--- src/rtl/wb_arbiter.sv ---
// wb_arbiter
//   Shares the regfile write port and the HI/LO write port between the
//   single-cycle EX path and the multi-cycle MDU. EX always wins.
//
//   MDU results wait in a DEPTH-entry FIFO. The head drains in any cycle
//   where EX does not use a port the head needs. A starvation counter
//   raises stallreq so the pipeline inserts a bubble and the head can
//   retire.
//
// Ports
//   clk, rst                 clock; synchronous active-high reset
//   ex_*                     EX regfile write (wd/wreg/wdata) and HI/LO write (hi/lo/whilo)
//   mdu_valid / mdu_ready    MDU result handshake; a transfer enqueues all six mdu_* fields
//   mdu_*                    MDU result fields, same meaning as the ex_* fields
//   stallreq                 asks the pipeline for a bubble
//   wb_*                     registered merged regfile and HI/LO writes
module wb_arbiter #(
    parameter int DEPTH      = 2,
    parameter int STARVE_MAX = 4
) (
    input  logic        clk,
    input  logic        rst,
    input  logic [4:0]  ex_wd,
    input  logic        ex_wreg,
    input  logic [31:0] ex_wdata,
    input  logic [31:0] ex_hi,
    input  logic [31:0] ex_lo,
    input  logic        ex_whilo,
    input  logic        mdu_valid,
    output logic        mdu_ready,
    input  logic [4:0]  mdu_wd,
    input  logic        mdu_wreg,
    input  logic [31:0] mdu_wdata,
    input  logic [31:0] mdu_hi,
    input  logic [31:0] mdu_lo,
    input  logic        mdu_whilo,
    output logic        stallreq,
    output logic [4:0]  wb_wd,
    output logic        wb_wreg,
    output logic [31:0] wb_wdata,
    output logic [31:0] wb_hi,
    output logic [31:0] wb_lo,
    output logic        wb_whilo
);

    localparam int PW = (DEPTH > 1) ? $clog2(DEPTH) : 1;
    localparam int CW = $clog2(DEPTH + 1);
    localparam int WW = $clog2(STARVE_MAX + 1);

    typedef struct packed {
        logic [4:0]  wd;
        logic        wreg;
        logic [31:0] wdata;
        logic [31:0] hi;
        logic [31:0] lo;
        logic        whilo;
    } ent_t;

    ent_t          mem_q [DEPTH];
    ent_t          mem_d [DEPTH];
    logic [PW-1:0] rd_ptr_q, rd_ptr_d;
    logic [PW-1:0] wr_ptr_q, wr_ptr_d;
    logic [CW-1:0] count_q, count_d;
    logic [WW-1:0] wait_q, wait_d;
    ent_t          wb_q, wb_d;

    ent_t head;
    logic nonempty, conflict, issue, enq;

    assign mdu_ready = (count_q != CW'(DEPTH));
    assign stallreq  = (wait_q == WW'(STARVE_MAX));
    assign nonempty  = (count_q != '0);
    assign head      = mem_q[rd_ptr_q];
    assign enq       = mdu_valid & mdu_ready;

    assign conflict  = nonempty & ((head.wreg & ex_wreg) | (head.whilo & ex_whilo));
    // While stallreq is up the pipeline keeps EX idle, so conflict is already
    // clear and the head issues. Gating on conflict alone also keeps the head
    // intact if upstream ever writes during a stall: it is never split.
    assign issue     = nonempty & ~conflict;

    always_comb begin
        mem_d    = mem_q;
        wr_ptr_d = wr_ptr_q;
        rd_ptr_d = rd_ptr_q;
        count_d  = count_q;
        wait_d   = wait_q;
        wb_d     = '0;

        if (enq) begin
            mem_d[wr_ptr_q] = '{wd: mdu_wd, wreg: mdu_wreg, wdata: mdu_wdata,
                                hi: mdu_hi, lo: mdu_lo, whilo: mdu_whilo};
            wr_ptr_d        = wr_ptr_q + 1'b1;
        end
        if (issue) rd_ptr_d = rd_ptr_q + 1'b1;

        case ({enq, issue})
            2'b10:   count_d = count_q + 1'b1;
            2'b01:   count_d = count_q - 1'b1;
            default: count_d = count_q;
        endcase

        if (!nonempty || issue)
            wait_d = '0;
        else if (wait_q != WW'(STARVE_MAX))
            wait_d = wait_q + 1'b1;

        // Each port is merged independently, so one cycle can carry an EX
        // regfile write together with an MDU HI/LO write, or the reverse.
        if (ex_wreg) begin
            wb_d.wreg  = 1'b1;
            wb_d.wd    = ex_wd;
            wb_d.wdata = ex_wdata;
        end else if (issue && head.wreg) begin
            wb_d.wreg  = 1'b1;
            wb_d.wd    = head.wd;
            wb_d.wdata = head.wdata;
        end

        if (ex_whilo) begin
            wb_d.whilo = 1'b1;
            wb_d.hi    = ex_hi;
            wb_d.lo    = ex_lo;
        end else if (issue && head.whilo) begin
            wb_d.whilo = 1'b1;
            wb_d.hi    = head.hi;
            wb_d.lo    = head.lo;
        end
    end

    always_ff @(posedge clk) begin
        if (rst) begin
            for (int i = 0; i < DEPTH; i++) mem_q[i] <= '0;
            rd_ptr_q <= '0;
            wr_ptr_q <= '0;
            count_q  <= '0;
            wait_q   <= '0;
            wb_q     <= '0;
        end else begin
            mem_q    <= mem_d;
            rd_ptr_q <= rd_ptr_d;
            wr_ptr_q <= wr_ptr_d;
            count_q  <= count_d;
            wait_q   <= wait_d;
            wb_q     <= wb_d;
        end
    end

    assign wb_wd    = wb_q.wd;
    assign wb_wreg  = wb_q.wreg;
    assign wb_wdata = wb_q.wdata;
    assign wb_hi    = wb_q.hi;
    assign wb_lo    = wb_q.lo;
    assign wb_whilo = wb_q.whilo;

endmodule
--- config.mk ---
export PLATFORM = sky130hd
export DESIGN_NAME = wb_arbiter
export DESIGN_NICKNAME = d
export VERILOG_FILES = /design/src/rtl/wb_arbiter.sv
export SDC_FILE = /design/constraint.sdc
export NUM_CORES = 1
export LEC_CHECK = 0
export BUFFER_PORTS_ARGS = -buffer_cell sky130_fd_sc_hd__buf_2
export CORE_MARGIN = 2
export CORE_UTILIZATION = 55
export CTS_CLUSTER_SIZE = 16
export DETAILED_ROUTE_END_ITERATION = 10
export GPL_ROUTABILITY_DRIVEN = 0
export PLACE_DENSITY = 0.8
export SLEW_MARGIN = 20
export SYNTH_ARGS = -nofsm -noshare
export SYNTH_HDL_FRONTEND = slang
export SYNTH_SLANG_ARGS = --single-unit
--- constraint.sdc ---
create_clock -name clk -period 5.72 [get_ports clk]
set_input_delay 1.144 -clock clk [delete_from_list [all_inputs] [get_ports clk]]
set_output_delay 1.144 -clock clk [all_outputs]
set_load 0.01 [all_outputs]
**Word level (Yosys, flattened, before mapping)**

Index checks and enable logic that the tools add are counted.

- Add/sub/neg operators: 5
- $mul: 0
- Div/mod/pow operators: 0
- Order comparisons: 3
- Equality and inequality tests: 5
- Shift operators: 0
- Multiplexer cells: 11
- Bitwise logic cells: 9
- Reduce and logical (&&, ||, !) cells: 8

Operators by type and width:

| cell | count |
|---|---|
| $mux 103 | 4 |
| $bwmux 206 | 1 |
| $mux 65 | 2 |
| $demux 103 s1 | 1 |
| $mux 38 | 2 |
| $and 1x1->1 | 5 |
| $ge 2x2->1 const B | 2 |
| $not 1->2 | 2 |
| $pmux 2 s2 | 1 |
| $reduce_bool 2->1 | 2 |
| $add 3x1->3 const B | 1 |
| $eq 3x3->1 const B | 1 |
| $logic_and 1x1->1 | 3 |
| $ne 3x3->1 const B | 1 |
| $add 1x1->1 const B | 2 |
| $add 2x1->2 const B | 1 |
| $eq 2x1->1 const B | 1 |
| $eq 2x2->1 const B | 1 |
| $lt 2x1->1 const B | 1 |
| $ne 2x2->1 const B | 1 |
| $reduce_or 2->1 | 1 |
| $sub 2x1->2 const B | 1 |
| $logic_not 1->1 | 1 |
| $logic_or 1x1->1 | 1 |
| other kinds (2) | 2 |

- Register bits: 316
- Bits in latches: 0
- Bits in writable memories: 0
- ROM bits: 0
- Input bits: 209
- Output and inout bits: 105
- Memories: 0

**Depth between registers and ports, before layout**

Gate-level depths: netlist of the first run.

- Depth after elaboration: 12
- Mapped depth: 10
- Gate-level depth less buffers: 7

**Worst setup path before layout of the first run**

Ideal clock, no wire load.

- Kind: in2reg
- Start: input port mdu_valid
- End: register count_q[1]
- Library setup time: 0.070 ns
- Arrival time: 2.534 ns
- Slack: 3.115 ns
- Stages: 6
- Buffers on the path: 2
- Cell sequence: clkbuf_1 > clkbuf_1 > nand2_1 > ha_1 > or3_1 > a21oi_1

- Cells in the longest elaborated chain, start to end: 3
- Elaborated cells between the ends (all ways): 5

RTL lines:

| item | RTL line | text |
|---|---|---|
| from (decl) | 29 | `input logic mdu_valid,` |
| $and 1x1->1 (*) | 74 | `assign enq = mdu_valid & mdu_ready;` |
| $eq 2x1->1 or $eq 2x2->1 (tied branches) | 97 | `case ({enq, issue})` |
| $pmux 2 s2 or $reduce_bool 2->1 (tied branches) | -- |  |
| to (signal assigned) | 143 | `count_q <= count_d;` |
| to (decl) | 63 | `logic [CW-1:0] count_q, count_d;` |

Mark *: on every way between the ends. The rest lies on a longest branch, timed or not.
A chain may end at the register's enable or synchronous reset.

**Worst setup path after layout of the first run**

- Start: register count_q[0]
- End: output port mdu_ready

- Cells in the longest elaborated chain, start to end: 1

RTL lines:

| item | RTL line | text |
|---|---|---|
| $ne 2x2->1 | 70 | `assign mdu_ready = (count_q != CW'(DEPTH));` |
| to (decl) | 30 | `output logic mdu_ready,` |

No other way between the ends.

==> impl_metrics.ini, run 1 <==
[outcome]
run_status = finished clean

[job]
max_cap_violations = 0

[logic_synthesis]
post_synth_inst_count = 1503
post_synth_main_area_contributors = dfxtp_1, o31ai_1, nand4_1, a21oi_1, mux2i_1
synth.lib_cells_used.distinct = 35
synthesis.nets = 1715
synth.cell_area_sq_um = 13800
netlist.area_leader.share = 0.459
synth_enable_flop_cells = 0
yosys_register_bits = 316
seq_area_frac_synth = 0.459
synthMostInstantiatedCell = dfxtp_1
synth.cells.most_frequent = dfxtp_1, a21oi_1, o31ai_1
syn-mean-instance-area_sq_um = 9.18
synth_largest_area_cell = dfxtp_1
yosys_warnings = 0
yosys_most_used_dff = dfxtp_1
synthArstFlopShare = 0

[worst_setup_path]
startpoint_type = flip-flop
worst-r2r-setup-slack_ps = 2740
critical_path_class = flip-flop to output port
cp.required_ps = 4580
worstReg2RegEnd = count_q[1]$_SDFFE_PP0P_
worst_r2r_path_depth = 6
critical_path_sink_type = output port
arrival_time_at_the_worst_endpoint_ps = 2010
r2r-start = rd_ptr_q$_SDFFE_PP0N_
critPathMaxFanout = 131

[sta]
worst_pin_slew_ps = 1100
finalMaxSlewViolations = 0
setup_viol = 0
fin_tns_setup_ps = 0
fmaxAchievable_mhz = 317
period_share = 0.552
min_clock_period_post_route_ps = 3160
rsz0062_at_grt = false
layout_setup_ws_ps = 2560
finalClockSkew_ps = 14.7
worst_hold_slack_ps = 465
report.final.hold_viol_count = 0
slew_headroom = 0.268

[drt]
detail_route.wl_per_cell_um = 19.1
route.antenna.remaining_nets = 0
initialDrtViolationCount = 1348
detail_route.wirelength_um = 38400
detail_route.drc_violations = 0
via_per_inst = 6.48
routed-via-count = 13000
drt_first_pass_iters = 5

[cells_and_area]
synthToLayoutAreaGrowth_pct = 18.5
filler_cell_count = 1965
finalNetCount = 1867
layout-drive-gt1-share = 0.248

[power_and_ir_drop]
power.share.clock = 0.372
internal_power_uw = 4360
worst_ir_drop_vdd_mv = 0.263
comb_power_share = 0.222
sw_frac_of_total = 0.316
p_sw_uw = 2010
share_seq_of_total_power = 0.406
cellLeakagePower_uw = 0.00629
power.density_cell_area_nw_per_um2 = 390

[hold_path]
timing.hold.worst.class = flip-flop to flip-flop
worst_hold_startpoint = mem_q[194]$_SDFFE_PP0P_
hold_end = mem_q[194]$_SDFFE_PP0P_
min_delay_path_depth = 2

[floorplanning]
die_area_sq_um = 26400
core.rowCount = 57
die_w_um = 162
floorplan.initialDensity = 0.564
core_sq_um = 24500
boundaryPins = 314
chipHeight_um = 162

[cts]
cts_made_buffers = 35
post_cts.resized_instances = 0
clock_slew_at_the_register_clock_pins_of_the_worst_setup_and_hold_paths_ps = 60
cts_tree = done
clk_root_buffer_cell = clkbuf_16
cts.sink_count = 316
cts_max_path_buffers = 3
cts_htree_levels = 2
buffer_count_from_post_cts_setup_fixing = 0
cts-hold-fix-buffers = 0
clock_insertion_delay_worst_skew_ps = 510

[global_routing]
grt_start_max_net_pins = 208
gr-usage-all-layers = 0.274
wire_length_of_the_first_global_routing_pass_um = 60400
initial_antenna_violation_count = 10
grt-ovfl-total = 0
grt_pass1_vias = 11900

[placed_design]
pre_cts_ws_ps = 2270
port-buffer-count = 313
hpwl_dp_um = 21400
[cells by family (layout without fill, tap and decap cells)]
family	Yosys count	in the layout	synth area share
AO/OA/AOI/OAI	526	526	0.266
AND/OR/NAND/NOR	328	328	0.130
flip-flops	316	316	0.459
buffers and inverters	223	400	0.0650
multiplexers	104	104	0.0758
adder cells (fa/ha/maj)	3	3	0.00272
XOR/XNOR	3	3	0.00191
other	0	8	0
[cell type report]
class	instances	area [sq um]	share of cell area
Antenna cell	8	20.0	0.00123
Clock buffer	48	1060	0.0647
Clock inverter	14	179	0.0109
Inverter	9	48.8	0.00299
Multi-Input combinational cell	964	6580	0.403
Sequential cell	316	6330	0.388
Tap cell	324	405	0.0248
Timing Repair Buffer	329	1720	0.105
[worst max-delay path: stages (launching register included)]
cell     delay [ps]
dfxtp_1         450
nor2b_4         100
inv_6           640
buf_2           270
[through the flow]
step	cells	instance area [sq um]	power, uW	util
floorplan	1503	13800	3660	-
global placement	1942	15100	3990	0.617
detailed placement	1942	15100	4020	0.617
CTS	2004	16300	6380	0.667
global route	2011	16300	6640	0.668
finish	2012	16300	6370	0.668
[flip-flops by register name, indices dropped and copies added, names as in the netlist, 2 cells and up]
register / flops
count_q: 2
mem_q: 206
wait_q: 3
wb_hi: 32
wb_lo: 32
wb_wd: 5
wb_wdata: 32
[cells in the final DEF, fill, tap and decap left out, drive strengths merged, types with 2 or more instances in the layout]
cell type / synthesis / routed
nand3: 2 / 2
diode: 0 / 8
nand4: 206 / 206
buf: 39 / 329
a21oi: 210 / 210
bufinv: 0 / 4
o21ai: 3 / 3
and4b: 2 / 2
xnor2: 2 / 2
clkbuf: 175 / 48
mux2i: 103 / 103
nor2b: 2 / 2
ha: 3 / 3
inv: 9 / 10
nor4: 3 / 3
clkinv: 0 / 8
nor2: 4 / 4
o31ai: 209 / 209
o32ai: 98 / 98
o211ai: 2 / 2
dfxtp: 316 / 316
nand2: 104 / 104
[layer usage]
metal | global-route usage | vias to the layer above | routed length [um]
li1 | - | 6164 | -
met4 | 0.101 | 4 | 1070
met5 | 0 | - | 22
met3 | 0.0494 | 87 | 2730
met2 | 0.438 | 540 | 18200
met1 | 0.371 | 6240 | 16400
[power by group through the flow]
stage | Clock, uW | Combinational, uW | Sequential, uW
floorplan | 0 | 1140 | 2510
global placement | 0 | 1370 | 2620
detailed placement | 0 | 1390 | 2630
CTS | 2400 | 1400 | 2580
global route | 2500 | 1530 | 2610
finish | 2370 | 1410 | 2580
[worst max-delay path by stage]
stage	cells past startpoint	endpoint	slack, ps	from
3_3_place_gp	5	wb_hi[22]$_SDFF_PP0_	2300	rst
4_1_cts	3	mdu_ready	2570	count_q[0]$_SDFFE_PP0P_
6_report	3	mdu_ready	2560	count_q[0]$_SDFFE_PP0P_
2_1_floorplan	6	count_q[1]$_SDFFE_PP0P_	3120	mdu_valid
3_5_place_dp	5	mem_q[36]$_SDFFE_PP0P_	2270	mdu_valid
5_1_grt	3	mdu_ready	2450	count_q[0]$_SDFFE_PP0P_
No activity file was read; power rests on OpenSTA's default activity.
==> run 2, diff against run 1 <==
--- a/config.mk
+++ b/config.mk
@@ -7,11 +7,11 @@
 export LEC_CHECK = 0
 export BUFFER_PORTS_ARGS = -buffer_cell sky130_fd_sc_hd__buf_2
 export CORE_MARGIN = 2
-export CORE_UTILIZATION = 55
+export CORE_UTILIZATION = 54
 export CTS_CLUSTER_SIZE = 16
 export DETAILED_ROUTE_END_ITERATION = 10
 export GPL_ROUTABILITY_DRIVEN = 0
-export PLACE_DENSITY = 0.8
+export PLACE_DENSITY = 0.79
 export SLEW_MARGIN = 20
 export SYNTH_ARGS = -nofsm -noshare
 export SYNTH_HDL_FRONTEND = slang
==> constraint.sdc (replaced) <==
create_clock -name clk -period 3.05 [get_ports clk]
set_input_delay 0.61 -clock clk [delete_from_list [all_inputs] [get_ports clk]]
set_output_delay 0.61 -clock clk [all_outputs]
set_load 0.01 [all_outputs]
==> run 2 against run 1 <==
  * Power grew 83%
  * Die area grew 1.8%
  * Clock skew shrank 5.8 ps
  * Core utilization shrank 1.6 points
  * Largest cell class unchanged
  * Count of clock-buffer cells in the layout grew 6
  * Sequential power grew 80%
  * Clock power grew 74%
  * Flip-flop and latch count is the same
==> impl_metrics.ini, run 2 (synthesized netlist as in run 1, its figures left out) <==
[worst_setup_path]
critical_path_class = flip-flop to output port
cp.required_ps = 2440
critical_path.n_buffers_inverters = 2
critical_path_sink_type = output port
timing.critical_path.max_delay_family = buffers and inverters
arrival_time_at_the_worst_endpoint_ps = 1750
startpoint_type = flip-flop
slowest_delay_ps = 460
worstReg2RegEnd = count_q[1]$_SDFFE_PP0P_
crit_path_top_delay_cell = dfxtp_1
crit_chain = nor2b_4 -> inv_6 -> buf_2
worst_r2r_path_depth = 6
critPathMaxFanout = 75
worst-r2r-setup-slack_ps = 970
r2r-start = rd_ptr_q$_SDFFE_PP0N_

[sta]
worst_pin_slew_ps = 1140
fin_tns_setup_ps = 0
finalClockSkew_ps = 8.87
fmaxAchievable_mhz = 424
rsz0062_at_grt = false
min_clock_period_post_route_ps = 2360
period_share = 0.773
slew_headroom = 0.240
report.final.hold_viol_count = 0
finalMaxSlewViolations = 0
setup_viol = 0

[drt]
drt_first_pass_iters = 6
detail_route.wirelength_um = 38600
detail_route.drc_violations = 0
detail_route.wl_per_cell_um = 19.1
initialDrtViolationCount = 1255
routed-via-count = 13000
route.antenna.remaining_nets = 0
via_per_inst = 6.42

[cts]
cts_max_path_buffers = 3
buffer_count_from_post_cts_setup_fixing = 0
cts.sink_count = 316
clk_root_buffer_cell = clkbuf_16
cts_tree = done
cts-hold-fix-buffers = 0
post_cts.resized_instances = 0
clock_slew_at_the_register_clock_pins_of_the_worst_setup_and_hold_paths_ps = 60
cts_htree_levels = 2
cts_made_buffers = 35
clock_insertion_delay_worst_skew_ps = 490

[cells_and_area]
final_cell_mix = dfxtp_1, buf_2, a21oi_1
commonest_non_fill_non_tap_cell_in_the_layout = dfxtp_1
filler_cell_count = 2124
finalNetCount = 1874
layout-drive-gt1-share = 0.244
final_core_util = 0.652
largest_register_ff_count = 206
synthToLayoutAreaGrowth_pct = 18.8
largest_register = mem_q

[hold_path]
worst_hold_startpoint = ex_wdata[13]
hold_end = wb_wdata[13]$_SDFF_PP0_
min_delay_path_depth = 3
timing.hold.worst.class = input port to flip-flop

[floorplanning]
die_area_sq_um = 26800
core.rowCount = 58
floorplan.initialDensity = 0.549
die_w_um = 164
boundaryPins = 314
core_sq_um = 25100
chipHeight_um = 164

[placed_design]
port-buffer-count = 313
hpwl_dp_um = 22100

[global_routing]
grt-ovfl-total = 0
grt_start_max_net_pins = 208
wire_length_of_the_first_global_routing_pass_um = 60600
gr-usage-all-layers = 0.270
initial_antenna_violation_count = 9
grt_pass1_vias = 11800

[power_and_ir_drop]
worst_ir_drop_vdd_mv = 0.522
power.density_cell_area_nw_per_um2 = 713
cellLeakagePower_uw = 0.00629

[outcome]
run_status = finished clean

[job]
max_cap_violations = 0
run 2: changes by cell type in the layout (fill, tap and decap cells not counted), sizes merged:
cell / before / now
inv: 10 / 9
buf: 329 / 336
diode: 8 / 9
bufinv: 4 / 2
clkbuf: 48 / 54
clkinv: 8 / 3
run 2: cell type report:
type,instances,area (sq um),area share
Multi-Input combinational cell,964,6580,0.402
Sequential cell,316,6330,0.387
Timing Repair Buffer,336,1860,0.113
Clock buffer,54,1040,0.0635
Tap cell,330,413,0.0252
Clock inverter,6,82.6,0.00504
Inverter,9,48.8,0.00298
Antenna cell,9,22.5,0.00138
run 2: worst reg2reg max path, cell delays in order, from the launching register on:
cell       delay, ps
dfxtp_4          370
mux2i_1          360
a2bb2oi_1        350
and2_1           180
ha_1             260
or3_1            350
a21oi_1          140
run 2: worst max-delay path by stage:
stage / start / to / slack, ps / cells after the start
finish: count_q[0]$_SDFFE_PP0P_ / mdu_ready / 690 / 3
CTS: count_q[0]$_SDFFE_PP0P_ / mdu_ready / 680 / 3
global placement: rst / wb_lo[24]$_SDFF_PP0_ / 780 / 5
global route: count_q[0]$_SDFFE_PP0P_ / mdu_ready / 620 / 3
floorplan: count_q[0]$_SDFFE_PP0P_ / count_q[1]$_SDFFE_PP0P_ / 970 / 9
detailed placement: rst / wb_hi[6]$_SDFF_PP0_ / 740 / 5
run 2: layer usage:
layer,share of wire,track usage
met5,0.00034,0
met4,0.018,0.0805
met3,0.074,0.0487
met2,0.47,0.427
met1,0.44,0.376
run 2: per-stage QoR:
| stage | std cells | hold slack [ps] | total power (uW) | worst slack (ps) | instance area (sq um) |
|---|---|---|---|---|---|
| after global placement | 1955 | 453 | 7540 | 783 | 15200 |
| final | 2024 | 323 | 11700 | 692 | 16400 |
| after detailed placement | 1955 | 459 | 7600 | 736 | 15200 |
| after CTS | 2015 | 305 | 11700 | 685 | 16400 |
| after floorplan | 1503 | 448 | 6860 | 967 | 13800 |
| after global routing | 2021 | 315 | 12200 | 616 | 16400 |
run 2: where the power goes:
part	switching [uW]	internal [uW]	total, uW
Clock	1620	2510	4120
Combinational	1940	962	2900
Sequential	175	4480	4650
==> run 3, diff against run 2 <==
--- a/config.mk
+++ b/config.mk
@@ -7,11 +7,11 @@
 export LEC_CHECK = 0
 export BUFFER_PORTS_ARGS = -buffer_cell sky130_fd_sc_hd__buf_2
 export CORE_MARGIN = 2
-export CORE_UTILIZATION = 54
+export CORE_UTILIZATION = 49
 export CTS_CLUSTER_SIZE = 16
 export DETAILED_ROUTE_END_ITERATION = 10
 export GPL_ROUTABILITY_DRIVEN = 0
-export PLACE_DENSITY = 0.79
+export PLACE_DENSITY = 0.75
 export SLEW_MARGIN = 20
 export SYNTH_ARGS = -nofsm -noshare
 export SYNTH_HDL_FRONTEND = slang
==> constraint.sdc (replaced) <==
create_clock -name clk -period 2.1 [get_ports clk]
set_input_delay 0.42 -clock clk [delete_from_list [all_inputs] [get_ports clk]]
set_output_delay 0.42 -clock clk [all_outputs]
set_load 0.01 [all_outputs]
==> run 3 against run 2 <==
  * Via count grew 0.44%
  * Hold slack lost 210 ps
  * Combinational power is 50% higher
==> impl_metrics.ini, run 3 (synthesized netlist as in run 1, its figures left out) <==
[outcome]
run_status = finished clean

[floorplanning]
boundaryPins = 314
floorplan.initialDensity = 0.496
die_area_sq_um = 29500
chipHeight_um = 172
core.rowCount = 61
core_sq_um = 27800
die_w_um = 172

[worst_setup_path]
r2r-start = rd_ptr_q$_SDFFE_PP0N_
startpoint_type = flip-flop
arrival_time_at_the_worst_endpoint_ps = 2250
worstReg2RegEnd = wb_wdata[3]$_SDFF_PP0_
worst_r2r_path_depth = 4
cp.required_ps = 2430
critical_path_sink_type = flip-flop
critical_path_class = flip-flop to flip-flop
critPathMaxFanout = 38
worst-r2r-setup-slack_ps = 180

[placed_design]
hpwl_dp_um = 23400
port-buffer-count = 313
placed_area_sq_um = 15500
pre_cts_ws_ps = 182

[global_routing]
gr-usage-all-layers = 0.257
initial_antenna_violation_count = 9
grt-ovfl-total = 0
grt_start_max_net_pins = 174
wire_length_of_the_first_global_routing_pass_um = 62300
grt_pass1_vias = 12000

[sta]
slew_headroom = 0.404
finalClockSkew_ps = 15.1
min_clock_period_post_route_ps = 1920
rsz0062_at_grt = false
finalMaxSlewViolations = 0
fin_tns_setup_ps = 0
report.final.hold_viol_count = 0
fmaxAchievable_mhz = 519
layout_setup_ws_ps = 175
worst_pin_slew_ps = 894
period_share = 0.917
setup_viol = 0

[drt]
initialDrtViolationCount = 1275
drt_first_pass_iters = 5
routed-via-count = 13100
detail_route.wirelength_um = 39800
route.antenna.remaining_nets = 0
detail_route.wl_per_cell_um = 19.2
via_per_inst = 6.28
detail_route.drc_violations = 0

[cells_and_area]
finalNetCount = 1886
commonest_non_fill_non_tap_cell_in_the_layout = dfxtp_1
final_design_area_no_fill_sq_um = 16500
filler_cell_count = 2496
layout-drive-gt1-share = 0.250
largest_register_ff_count = 206
synthToLayoutAreaGrowth_pct = 20.0
final_cell_mix = dfxtp_1, buf_2, a21oi_1
final_core_util = 0.596
largest_register = mem_q

[cts]
buffer_count_from_post_cts_setup_fixing = 0
clock_slew_at_the_register_clock_pins_of_the_worst_setup_and_hold_paths_ps = 60
cts-hold-fix-buffers = 0
cts.sink_count = 316
cts_htree_levels = 2
clock_insertion_delay_worst_skew_ps = 510
cts_max_path_buffers = 3
post_cts.resized_instances = 0
cts_made_buffers = 34
cts_tree = done
clk_root_buffer_cell = clkbuf_16

[hold_path]
worst_hold_startpoint = ex_wdata[13]
min_delay_path_depth = 3
hold_end = wb_wdata[13]$_SDFF_PP0_
timing.hold.worst.class = input port to flip-flop

[power_and_ir_drop]
worst_ir_drop_vdd_mv = 0.652
power.density_cell_area_nw_per_um2 = 1010
cellLeakagePower_uw = 0.00635

[job]
max_cap_violations = 0
[run 3: report_power, final]
| group | switching, uW | leakage, uW | internal [uW] | total, uW |
|---|---|---|---|---|
| logic | 2860 | 0.00325 | 1500 | 4360 |
| clock network | 2320 | 0.000514 | 3320 | 5640 |
| registers | 259 | 0.00259 | 6500 | 6760 |
[run 3: how the worst max path moves through the flow]
| stage | startpoint | endpoint | slack [ps] | cells past startpoint |
|---|---|---|---|---|
| after floorplan | count_q[0]$_SDFFE_PP0P_ | count_q[1]$_SDFFE_PP0P_ | 20 | 9 |
| after global placement | rd_ptr_q$_SDFFE_PP0N_ | wb_wdata[0]$_SDFF_PP0_ | 290 | 3 |
| after detailed placement | rd_ptr_q$_SDFFE_PP0N_ | wb_wdata[14]$_SDFF_PP0_ | 180 | 4 |
| after CTS | rd_ptr_q$_SDFFE_PP0N_ | wb_wdata[14]$_SDFF_PP0_ | 160 | 4 |
| after global routing | rd_ptr_q$_SDFFE_PP0N_ | wb_wdata[2]$_SDFF_PP0_ | 30 | 4 |
| final | rd_ptr_q$_SDFFE_PP0N_ | wb_wdata[3]$_SDFF_PP0_ | 180 | 4 |
[run 3: routing by layer]
layer,wire length [um],track usage,vias up,share of wire
met4,1150,0.102,6,0.029
met5,42,0,-,0.0011
li1,-,-,6189,-
met1,16700,0.339,6275,0.42
met2,19300,0.414,505,0.48
met3,2710,0.0481,84,0.068
[run 3: area by class of cell]
class | instances | area [sq um] | share of cell area
multi-input cells | 964 | 6580 | 0.398
flip-flops and latches | 316 | 6330 | 0.383
repair buffers | 349 | 2050 | 0.124
clock buffers | 49 | 968 | 0.0585
well taps | 378 | 473 | 0.0286
clock inverters | 8 | 68.8 | 0.00416
inverters | 9 | 48.8 | 0.00295
diodes | 6 | 15.0 | 0.000908
[run 3: worst max-delay path: stages, from the launching register on]
cell and delay (ps):
dfxtp_4 380, mux2i_1 280, buf_4 170, a211o_2 690, o32ai_1 210
[run 3: stage by stage]
stage	power, uW	hold slack (ps)	std cells
after floorplan	9970	448	1503
after global placement	11100	453	2016
after detailed placement	11200	459	2016
after CTS	16800	94.6	2073
after global routing	17500	115	2079
final	16800	114	2079
